## src/rtl/serial_frame_receiver.sv

```systemverilog
// Serial frame receiver: start-bit detect, mid-bit sampling of an LSB-first word,
// stop-bit check, and a dav/rfd handoff with framing and overrun reporting.
`timescale 1ns/1ps
module serial_frame_receiver #(
  parameter int unsigned DATA_W     = 8,
  parameter int unsigned BIT_CYCLES = 4
) (
  input  logic              clock,
  input  logic              reset,
  input  logic              d_in,
  input  logic              rfd,
  output logic [DATA_W-1:0] byte_out,
  output logic              dav,
  output logic              frame_err,
  output logic              overrun
);

  localparam int unsigned CntW = (BIT_CYCLES > 2) ? $clog2(BIT_CYCLES) : 1;
  localparam int unsigned IdxW = $clog2(DATA_W + 1);

  localparam logic [CntW-1:0] CntHalf = CntW'(BIT_CYCLES / 2 - 1);
  localparam logic [CntW-1:0] CntFull = CntW'(BIT_CYCLES - 1);
  localparam logic [IdxW-1:0] IdxLast = IdxW'(DATA_W - 1);

  typedef enum logic [2:0] {
    StIdle,
    StStart,
    StData,
    StStop,
    StWaitHigh
  } state_e;

  state_e             r_state;
  logic [CntW-1:0]    r_cnt;
  logic [IdxW-1:0]    r_idx;
  logic [DATA_W-1:0]  r_shift;
  logic [DATA_W-1:0]  r_byte;
  logic               r_dav;
  logic               r_frame_err;
  logic               r_overrun;

  logic               w_cnt_zero;
  logic [DATA_W-1:0]  w_msb;
  logic [DATA_W-1:0]  w_shift_next;

  assign w_cnt_zero   = (r_cnt == '0);
  // LSB-first frame: each new bit enters at the MSB and older bits move down.
  assign w_msb        = DATA_W'(d_in) << (DATA_W - 1);
  assign w_shift_next = (r_shift >> 1) | w_msb;

  always_ff @(posedge clock or posedge reset) begin
    if (reset) begin
      r_state     <= StIdle;
      r_cnt       <= '0;
      r_idx       <= '0;
      r_shift     <= '0;
      r_byte      <= '0;
      r_dav       <= 1'b0;
      r_frame_err <= 1'b0;
      r_overrun   <= 1'b0;
    end else begin
      r_frame_err <= 1'b0;
      if (r_dav && rfd) begin
        r_dav <= 1'b0;
      end

      case (r_state)
        StIdle: begin
          if (!d_in) begin
            r_state <= StStart;
            r_cnt   <= CntHalf;
          end
        end

        StStart: begin
          if (!w_cnt_zero) begin
            r_cnt <= r_cnt - 1'b1;
          end else if (!d_in) begin
            r_state <= StData;
            r_cnt   <= CntFull;
            r_idx   <= '0;
          end else begin
            r_state <= StIdle;
          end
        end

        StData: begin
          if (!w_cnt_zero) begin
            r_cnt <= r_cnt - 1'b1;
          end else begin
            r_shift <= w_shift_next;
            r_cnt   <= CntFull;
            r_idx   <= r_idx + 1'b1;
            if (r_idx == IdxLast) begin
              r_state <= StStop;
            end
          end
        end

        StStop: begin
          if (!w_cnt_zero) begin
            r_cnt <= r_cnt - 1'b1;
          end else if (d_in) begin
            // A same-cycle ack frees the holding slot, so the new byte overrides the clear.
            if (!r_dav || rfd) begin
              r_byte <= r_shift;
              r_dav  <= 1'b1;
            end else begin
              r_overrun <= 1'b1;
            end
            r_state <= StIdle;
          end else begin
            r_frame_err <= 1'b1;
            r_state     <= StWaitHigh;
          end
        end

        StWaitHigh: begin
          if (d_in) begin
            r_state <= StIdle;
          end
        end

        default: r_state <= StIdle;
      endcase
    end
  end

  assign byte_out  = r_byte;
  assign dav       = r_dav;
  assign frame_err = r_frame_err;
  assign overrun   = r_overrun;

endmodule
```

## config.mk

```make
export PLATFORM = sky130hd
export DESIGN_NAME = serial_frame_receiver
export DESIGN_NICKNAME = d
export VERILOG_FILES = /design/src/rtl/serial_frame_receiver.sv
export SDC_FILE = /design/constraint.sdc
export NUM_CORES = 1
export LEC_CHECK = 0
export CORE_MARGIN = 3
export CORE_UTILIZATION = 45
export CTS_CLUSTER_DIAMETER = 150
export DETAILED_ROUTE_END_ITERATION = 8
export PLACE_DENSITY = 0.66
export SLEW_MARGIN = 20
export SYNTH_ARGS = -nofsm -noshare
export SYNTH_HDL_FRONTEND = slang
export SYNTH_SLANG_ARGS = --single-unit
export TNS_END_PERCENT = 5
```

## constraint.sdc

```tcl
create_clock -name clock -period 2.65 [get_ports clock]
set_input_delay 0.53 -clock clock [delete_from_list [all_inputs] [get_ports clock]]
set_output_delay 0.53 -clock clock [all_outputs]
set_load 0.02 [all_outputs]
```

==> results of run 1 <==
## layer usage
metal,part of all wire,track usage,vias up
met1,0.49,0.160,398
met3,0.033,0.0281,2
met5,0,0,-
li1,-,-,393
met4,0.0052,0.0285,0
met2,0.48,0.202,9
## final timing paths
path | startpoint | endpoint | slack (ns) | depth (start not counted)
min | overrun$_DFFE_PP0P_ | overrun$_DFFE_PP0P_ | 0.50 | 1
min reg2reg | overrun$_DFFE_PP0P_ | overrun$_DFFE_PP0P_ | 0.50 | 1
max reg2reg | r_cnt[0]$_DFFE_PP0P_ | r_shift[1]$_DFFE_PP0P_ | 0.95 | 5
max | byte_out[7]$_DFFE_PP0P_ | byte_out[7] | 0.82 | 1
min in group asynchronous | reset | byte_out[3]$_DFFE_PP0P_ | 0.55 | 3
max in group asynchronous | reset | r_state[2]$_DFFE_PP0P_ | 1.86 | 3
## logic make-up (layout without fill, tap and decap cells)
kind of cell               Yosys count  after routing  share of synthesized area
and+or+nand+nor                     30             30                      0.163
DFF                                 28             28                      0.532
muxes                               18             18                      0.153
AOI/OAI and AO/OA                   15             15                     0.0798
buffers and inverters                8             24                     0.0352
adders and majority gates            4              4                     0.0361
## state kept, by name, indices dropped and copies added (netlist names)
signal / count
frame_err: 1
overrun: 1
byte_out: 8
r_state: 3
r_idx: 4
r_shift: 8
dav: 1
r_cnt: 2
## final cells by class
| class | instances | area (um2) |
|---|---|---|
| clock buffers | 3 | 22.5 |
| clock inverters | 1 | 30.0 |
| fillers | 223 | 1110 |
| inverters | 5 | 18.8 |
| multi-input cells | 67 | 569 |
| flip-flops and latches | 28 | 701 |
| well taps | 30 | 37.5 |
| repair buffers | 15 | 148 |
## report_power, final
part | switching, mW | internal (mW)
registers | 0.0909 | 0.509
logic | 0.200 | 0.215
clock network | 0.117 | 0.153
## through the flow
stage	util	setup WS, ns	instances	total power, mW	hold slack [ns]
detailed placement	0.559	0.576	145	1.03	0.478
global placement	0.559	0.616	145	1.02	0.469
CTS	0.579	0.801	149	1.30	0.513
floorplan	-	1.13	103	0.944	0.477
finish	0.579	0.821	149	1.29	0.505
global route	0.579	0.741	149	1.38	0.537
## cell usage in the layout (no fill, tap or decap), types with 2 or more instances in the layout
| cell type | n |
|---|---|
| o21bai_1 | 2 |
| dfrtp_1 | 28 |
| ha_1 | 3 |
| nand2_1 | 9 |
| mux2_2 | 17 |
| nor2_1 | 6 |
| a21oi_1 | 3 |
| nand2b_1 | 2 |
| nor3_4 | 2 |
| clkdlybuf4s50_1 | 14 |
| or3_1 | 2 |
| o21ai_0 | 3 |
| clkbuf_4 | 3 |
| inv_1 | 5 |
==> flow_metrics.py, run 1 <==
metrics = {
    "status": {
        "status": "finished, final reports clean",
    },
    "logic_synthesis": {
        "synthCells": 103,
        "syn_nets": 110,
        "yosysSeqAreaShare": 0.532,
        "synth_commonest_cells": "dfrtp_1, mux2_2, nand2_1",
        "synth_ff_type": "dfrtp_1",
        "yosys_register_bits": 28,
        "yosysTopAreaCell": "dfrtp_1",
        "yosysWarnings": 0,
        "ys_types": 32,
        "synth_top_area_share": 0.532,
        "async_flop_share": 1.00,
        "syn_area_um2": 1320,
        "ys_top_cells_by_area": "dfrtp_1, mux2_2, ha_1",
        "yosysMostFrequentCell": "dfrtp_1",
        "synth-edff-count": 0,
        "syn_avg_cell_area_um2": 12.8,
    },
    "timing": {
        "fin_crit_sh": 0.690,
        "finalSetupViolCount": 0,
        "final_max_slew_viol_count": 0,
        "final_hold_viol_count": 0,
        "period_minus_slack_ns": 1.83,
        "fmax_ghz": 0.547,
        "setup_tns_ns": 0,
        "rsz0062_at_grt": "false",
        "slew_headroom": 0.695,
        "worst_pin_slew_ns": 0.457,
        "skew_ns": 0.00212,
    },
    "clock_tree": {
        "clkLatencyLatePin_ns": 0.31,
        "clkTransAtPathRegs_ns": 0.14,
        "ctsResizeCount": 0,
        "cts_buffers": 3,
        "htreeDepth": 1,
        "cts_root_buf": "clkbuf_4",
        "max-clock-path-buffers": 2,
        "ctsHoldBuffers": 0,
        "cts_setup_buffers": 0,
        "cts_sinks": 28,
        "cts_tree": "yes",
    },
    "setup_path": {
        "path_cells": "clkdlybuf4s50_1",
        "cp.required_ns": 2.12,
        "cp_slowest_cell": "clkdlybuf4s50_1",
        "cp-end-kind": "output port",
        "critical_path.max_stage_delay_ns": 0.61,
        "critPathArrivalTime_ns": 1.30,
        "crit_fanout": 2,
        "path_buf_inv": 1,
        "cp_top_family": "buffers and inverters",
        "worstSetupStartpointType": "flip-flop",
        "critical_path_class": "flip-flop to output port",
    },
    "drt": {
        "avgViaCountPerCell": 5.38,
        "vias": 802,
        "drc": 0,
        "drtAntennaViolNets": 0,
        "routed_wl_um": 1940,
        "wl_per_cell_um": 13.0,
        "firstDrtPassIters": 4,
        "first_iter_violations": 26,
    },
    "die": {
        "rows": 18,
        "start_util": 0.500,
        "core_um2": 2640,
        "die-area_um2": 3610,
        "die_w_um": 60.1,
        "die_h_um": 60.1,
        "io_pins": 15,
    },
    "global_route": {
        "grt_pass1_wl_um": 3380,
        "grt_usage": 0.122,
        "grt_pass1_vias": 772,
        "antenna_found_initial": 0,
        "grt_max_degree": 29,
        "grt-ovfl-total": 0,
    },
    "cells_and_area": {
        "diodes": 0,
        "finish.instance_area_um2": 1530,
        "nNetsFinal": 127,
        "layout-drive-gt1-share": 0.261,
        "syn_to_final_growth_pct": 16.0,
    },
    "pwr": {
        "p_per_area_nw_per_um2": 842,
        "irDropWorstVdd_uv": 485,
        "p_leak_nw": 0.714,
    },
    "placed_design": {
        "dpl.hpwl_um": 1490,
        "gp_congestion": 0.734,
        "placedInstanceArea_um2": 1470,
        "port-buffer-count": 14,
    },
    "worst_hold_path": {
        "hold_path.class": "flip-flop to flip-flop",
    },
    "run": {
        "drv_cap": 0,
    },
}
No activity file was read; power rests on OpenSTA's default activity.
==> inputs of run 2 (changes only) <==
Clock period 2.65 ns to 1.9 ns, I/O delays scaled along.
==> flow_metrics.py, run 2 (synthesis results as in run 1) <==
metrics = {
    "timing": {
        "setup_slack_ns": 0.161,
        "worst_pin_slew_ns": 0.464,
        "setup_tns_ns": 0,
        "skew_ns": 0.00915,
        "rsz0062_at_grt": "false",
        "finalSetupViolCount": 0,
        "slew_headroom": 0.691,
        "final_hold_viol_count": 0,
        "final_max_slew_viol_count": 0,
        "fmax_ghz": 0.575,
        "period_minus_slack_ns": 1.74,
        "fin_crit_sh": 0.915,
    },
    "drt": {
        "avgViaCountPerCell": 5.28,
        "wl_per_cell_um": 13.5,
        "first_iter_violations": 19,
        "drtAntennaViolNets": 0,
        "vias": 797,
        "firstDrtPassIters": 3,
        "drc": 0,
        "routed_wl_um": 2030,
    },
    "clock_tree": {
        "ctsHoldBuffers": 0,
        "cts_root_buf": "clkbuf_4",
        "htreeDepth": 1,
        "clkTransAtPathRegs_ns": 0.14,
        "max-clock-path-buffers": 2,
        "cts_buffers": 3,
        "clkLatencyLatePin_ns": 0.32,
        "cts_setup_buffers": 0,
        "cts_tree": "yes",
        "ctsResizeCount": 0,
        "cts_sinks": 28,
    },
    "cells_and_area": {
        "syn_to_final_growth_pct": 15.9,
        "layout-drive-gt1-share": 0.273,
        "layout_commonest_cell": "dfrtp_1",
        "diodes": 0,
        "layout_common_cells": "dfrtp_1, mux2_2, clkdlybuf4s50_1",
        "nNetsFinal": 129,
    },
    "setup_path": {
        "cpMostUsedCell": "inv_1",
        "r2r_end": "r_shift[0]$_DFFE_PP0P_",
        "crit_start": "r_cnt[0]$_DFFE_PP0P_",
        "r2r_setup_slack_ns": 0.16,
        "worstSetupStartpointType": "flip-flop",
        "critical_path.max_stage_delay_ns": 0.40,
        "crit_fanout": 8,
        "r2r-start": "r_cnt[0]$_DFFE_PP0P_",
        "path_cells": "inv_1 -> ha_1 -> inv_1 -> nor3_4 -> mux2_2",
        "critical_path_class": "flip-flop to flip-flop",
        "cp-end-kind": "flip-flop",
        "cp.required_ns": 2.12,
        "critPathArrivalTime_ns": 1.96,
        "rr_worst_depth": 5,
        "cp_slowest_cell": "nor3_4",
    },
    "die": {
        "die-area_um2": 3610,
        "io_pins": 15,
        "start_util": 0.500,
        "rows": 18,
        "die_h_um": 60.1,
        "core_um2": 2640,
        "die_w_um": 60.1,
    },
    "pwr": {
        "p_leak_nw": 0.717,
        "p_per_area_nw_per_um2": 1130,
        "irDropWorstVdd_uv": 743,
    },
    "placed_design": {
        "place_ws_ns": 0.104,
        "gp_congestion": 0.762,
        "port-buffer-count": 14,
        "dpl.hpwl_um": 1580,
    },
    "run": {
        "drv_cap": 0,
    },
    "global_route": {
        "grt-ovfl-total": 0,
        "grt_usage": 0.131,
        "antenna_found_initial": 0,
        "grt_max_degree": 29,
        "grt_pass1_wl_um": 3550,
        "grt_pass1_vias": 815,
    },
    "status": {
        "status": "finished, final reports clean",
    },
    "worst_hold_path": {
        "hold_path.class": "input port to async pin",
    },
}
-- run 2: cell type report --
class / instances / area [um2]
fillers: 228 / 1110
flip-flops and latches: 28 / 701
multi-input cells: 67 / 569
repair buffers: 17 / 163
well taps: 30 / 37.5
clock buffers: 4 / 36.3
inverters: 5 / 18.8
-- run 2: worst max path at each step --
stage                              to  slack, ns  cells past startpoint
2_1_floorplan  r_shift[7]$_DFFE_PP0P_       0.38                      5
3_3_place_gp     r_cnt[1]$_DFFE_PP0P_       0.17                      5
3_5_place_dp     r_idx[2]$_DFFE_PP0P_       0.10                      5
4_1_cts        r_shift[0]$_DFFE_PP0P_       0.14                      5
5_1_grt        r_shift[2]$_DFFE_PP0P_       0.02                      5
6_report       r_shift[0]$_DFFE_PP0P_       0.16                      5
-- run 2: metrics by stage --
step	power, mW	hold slack [ns]	cells	instance area (um2)	util
after floorplan	1.32	0.443	103	1320	-
after global placement	1.43	0.468	147	1490	0.565
after detailed placement	1.47	0.470	147	1490	0.565
after CTS	1.75	0.396	151	1530	0.579
after global routing	1.85	0.436	151	1530	0.579
final	1.72	0.394	151	1530	0.579
-- run 2: worst max-delay path: cells and delay by family, from the launching register on --
| kind | cells | cell delay [ns] |
|---|---|---|
| simple gates | 1 | 0.40 |
| mux | 1 | 0.38 |
| buf+inv | 2 | 0.26 |
| flops | 1 | 0.39 |
| fa+ha+maj | 1 | 0.20 |
-- run 2: where the power goes --
part / switching, mW / total (mW) / internal (mW)
Combinational: 0.310 / 0.625 / 0.315
Clock: 0.163 / 0.280 / 0.117
Sequential: 0.103 / 0.814 / 0.711
Total: 0.577 / 1.72 / 1.14
-- run 2: metal layers --
metal | global-route usage | vias to the layer above | share of wire
li1 | - | 402 | -
met1 | 0.163 | 379 | 0.45
met2 | 0.222 | 12 | 0.50
met3 | 0.0432 | 4 | 0.040
met4 | 0.0253 | 0 | 0.0069
met5 | 0 | - | 0
==> inputs of run 3 (changes only) <==
Settings changed: REMOVE_ABC_BUFFERS from default to 1.
==> flow_metrics.py, run 3 (synthesis results as in run 1) <==
metrics = {
    "global_route": {
        "grt_pass1_wl_um": 3710,
        "grt-ovfl-total": 0,
        "grt_usage": 0.138,
        "antenna_found_initial": 0,
        "grt_pass1_vias": 858,
        "grt_max_degree": 29,
    },
    "die": {
        "die-area_um2": 3610,
        "core_um2": 2640,
        "io_pins": 15,
        "die_w_um": 60.1,
        "start_util": 0.500,
        "rows": 18,
        "die_h_um": 60.1,
    },
    "pwr": {
        "irDropWorstVdd_uv": 683,
        "total_power_mw": 1.81,
        "intPower_mw": 1.23,
        "comb_power_share": 0.321,
        "p_clk_frac": 0.217,
        "switching_power_mw": 0.585,
        "switching_share": 0.323,
        "p_leak_nw": 0.719,
        "pwr-share-seq": 0.462,
        "p_per_area_nw_per_um2": 1180,
    },
    "placed_design": {
        "dpl.hpwl_um": 1560,
        "placedInstanceArea_um2": 1480,
        "gp_congestion": 0.751,
        "place_ws_ns": 0.116,
        "port-buffer-count": 14,
    },
    "setup_path": {
        "crit_fanout": 2,
        "r2r_end": "r_shift[3]$_DFFE_PP0P_",
        "r2r_setup_slack_ns": 0.19,
        "rr_worst_depth": 5,
        "worstSetupStartpointType": "flip-flop",
        "path_buf_inv": 1,
        "critical_path.max_stage_delay_ns": 0.61,
        "crit_start": "dav$_DFF_PP0_",
        "critPathArrivalTime_ns": 1.33,
        "cp_slowest_cell": "clkdlybuf4s50_1",
        "critical_path_class": "flip-flop to output port",
        "r2r-start": "r_cnt[0]$_DFFE_PP0P_",
        "worst-path-stages": 1,
        "cp.required_ns": 1.52,
        "cp_top_family": "buffers and inverters",
        "path_cells": "clkdlybuf4s50_1",
        "cp-end-kind": "output port",
    },
    "drt": {
        "wl_per_cell_um": 14.1,
        "first_iter_violations": 23,
        "routed_wl_um": 2110,
        "drc": 0,
        "firstDrtPassIters": 3,
        "drtAntennaViolNets": 0,
        "avgViaCountPerCell": 5.40,
        "vias": 810,
    },
    "clock_tree": {
        "cts_tree": "yes",
        "ctsResizeCount": 0,
        "clkTransAtPathRegs_ns": 0.16,
        "clkLatencyLatePin_ns": 0.34,
        "cts_buffers": 3,
        "max-clock-path-buffers": 2,
        "htreeDepth": 1,
        "cts_root_buf": "clkbuf_4",
        "cts_setup_buffers": 0,
        "ctsHoldBuffers": 0,
        "cts_sinks": 28,
    },
    "timing": {
        "setup_slack_ns": 0.191,
        "final_hold_viol_count": 0,
        "worst_pin_slew_ns": 0.454,
        "fin_crit_sh": 0.900,
        "slew_headroom": 0.697,
        "fmax_ghz": 0.585,
        "whs_ns": 0.380,
        "period_minus_slack_ns": 1.71,
        "setup_tns_ns": 0,
        "rsz0062_at_grt": "false",
        "skew_ns": 0.0178,
        "final_max_slew_viol_count": 0,
        "finalSetupViolCount": 0,
    },
    "status": {
        "status": "finished, final reports clean",
    },
    "cells_and_area": {
        "nNetsFinal": 128,
        "syn_to_final_growth_pct": 16.5,
        "layout_commonest_cell": "dfrtp_1",
        "layout_common_cells": "dfrtp_1, mux2_2, clkdlybuf4s50_1",
        "fillerInstances": 220,
        "diodes": 0,
        "finish.instance_area_um2": 1530,
        "layout-drive-gt1-share": 0.267,
    },
    "run": {
        "drv_cap": 0,
    },
    "worst_hold_path": {
        "hold_path.class": "input port to async pin",
    },
}
## run 3: cell count changes in the layout (fill, tap and decap cells not counted)
cell / change
bufinv_16: +1
buf_4: -1
clkbuf_8: -1
## run 3: worst max-delay path by stage
stage | end
floorplan | r_shift[7]$_DFFE_PP0P_
global placement | r_cnt[1]$_DFFE_PP0P_
detailed placement | r_idx[2]$_DFFE_PP0P_
CTS | r_shift[3]$_DFFE_PP0P_
global route | r_shift[3]$_DFFE_PP0P_
finish | dav
## run 3: power by group through the flow
stage / Combinational, mW / Clock [mW] / Sequential [mW]
after floorplan: 0.415 / 0 / 0.858
after global placement: 0.576 / 0 / 0.844
after detailed placement: 0.591 / 0 / 0.848
after CTS: 0.593 / 0.399 / 0.837
after global routing: 0.657 / 0.422 / 0.862
final: 0.581 / 0.393 / 0.836
## run 3: per-layer routing
metal | wire (um) | up-vias | track usage
li1 | - | 394 | -
met1 | 950 | 396 | 0.159
met2 | 1030 | 16 | 0.242
met3 | 87 | 4 | 0.0324
met4 | 36 | 0 | 0.0570
met5 | 0 | - | 0
## run 3: layout make-up
cell class / count / area (um2) / area share
flip-flops and latches: 28 / 701 / 0.457
multi-input cells: 67 / 569 / 0.371
clock buffers: 3 / 22.5 / 0.0147
repair buffers: 16 / 155 / 0.101
inverters: 5 / 18.8 / 0.0122
clock inverters: 1 / 30.0 / 0.0196
well taps: 30 / 37.5 / 0.0245
## run 3: tightest hold or removal path: stages
cell and delay, ns:
clkdlybuf4s50_1 0.40, inv_1 0.05, buf_4 0.32
## run 3: metrics by stage
stage / std cells / utilization
floorplan: 100 / -
global placement: 146 / 0.562
detailed placement: 146 / 0.562
CTS: 150 / 0.582
global route: 150 / 0.582
finish: 150 / 0.582
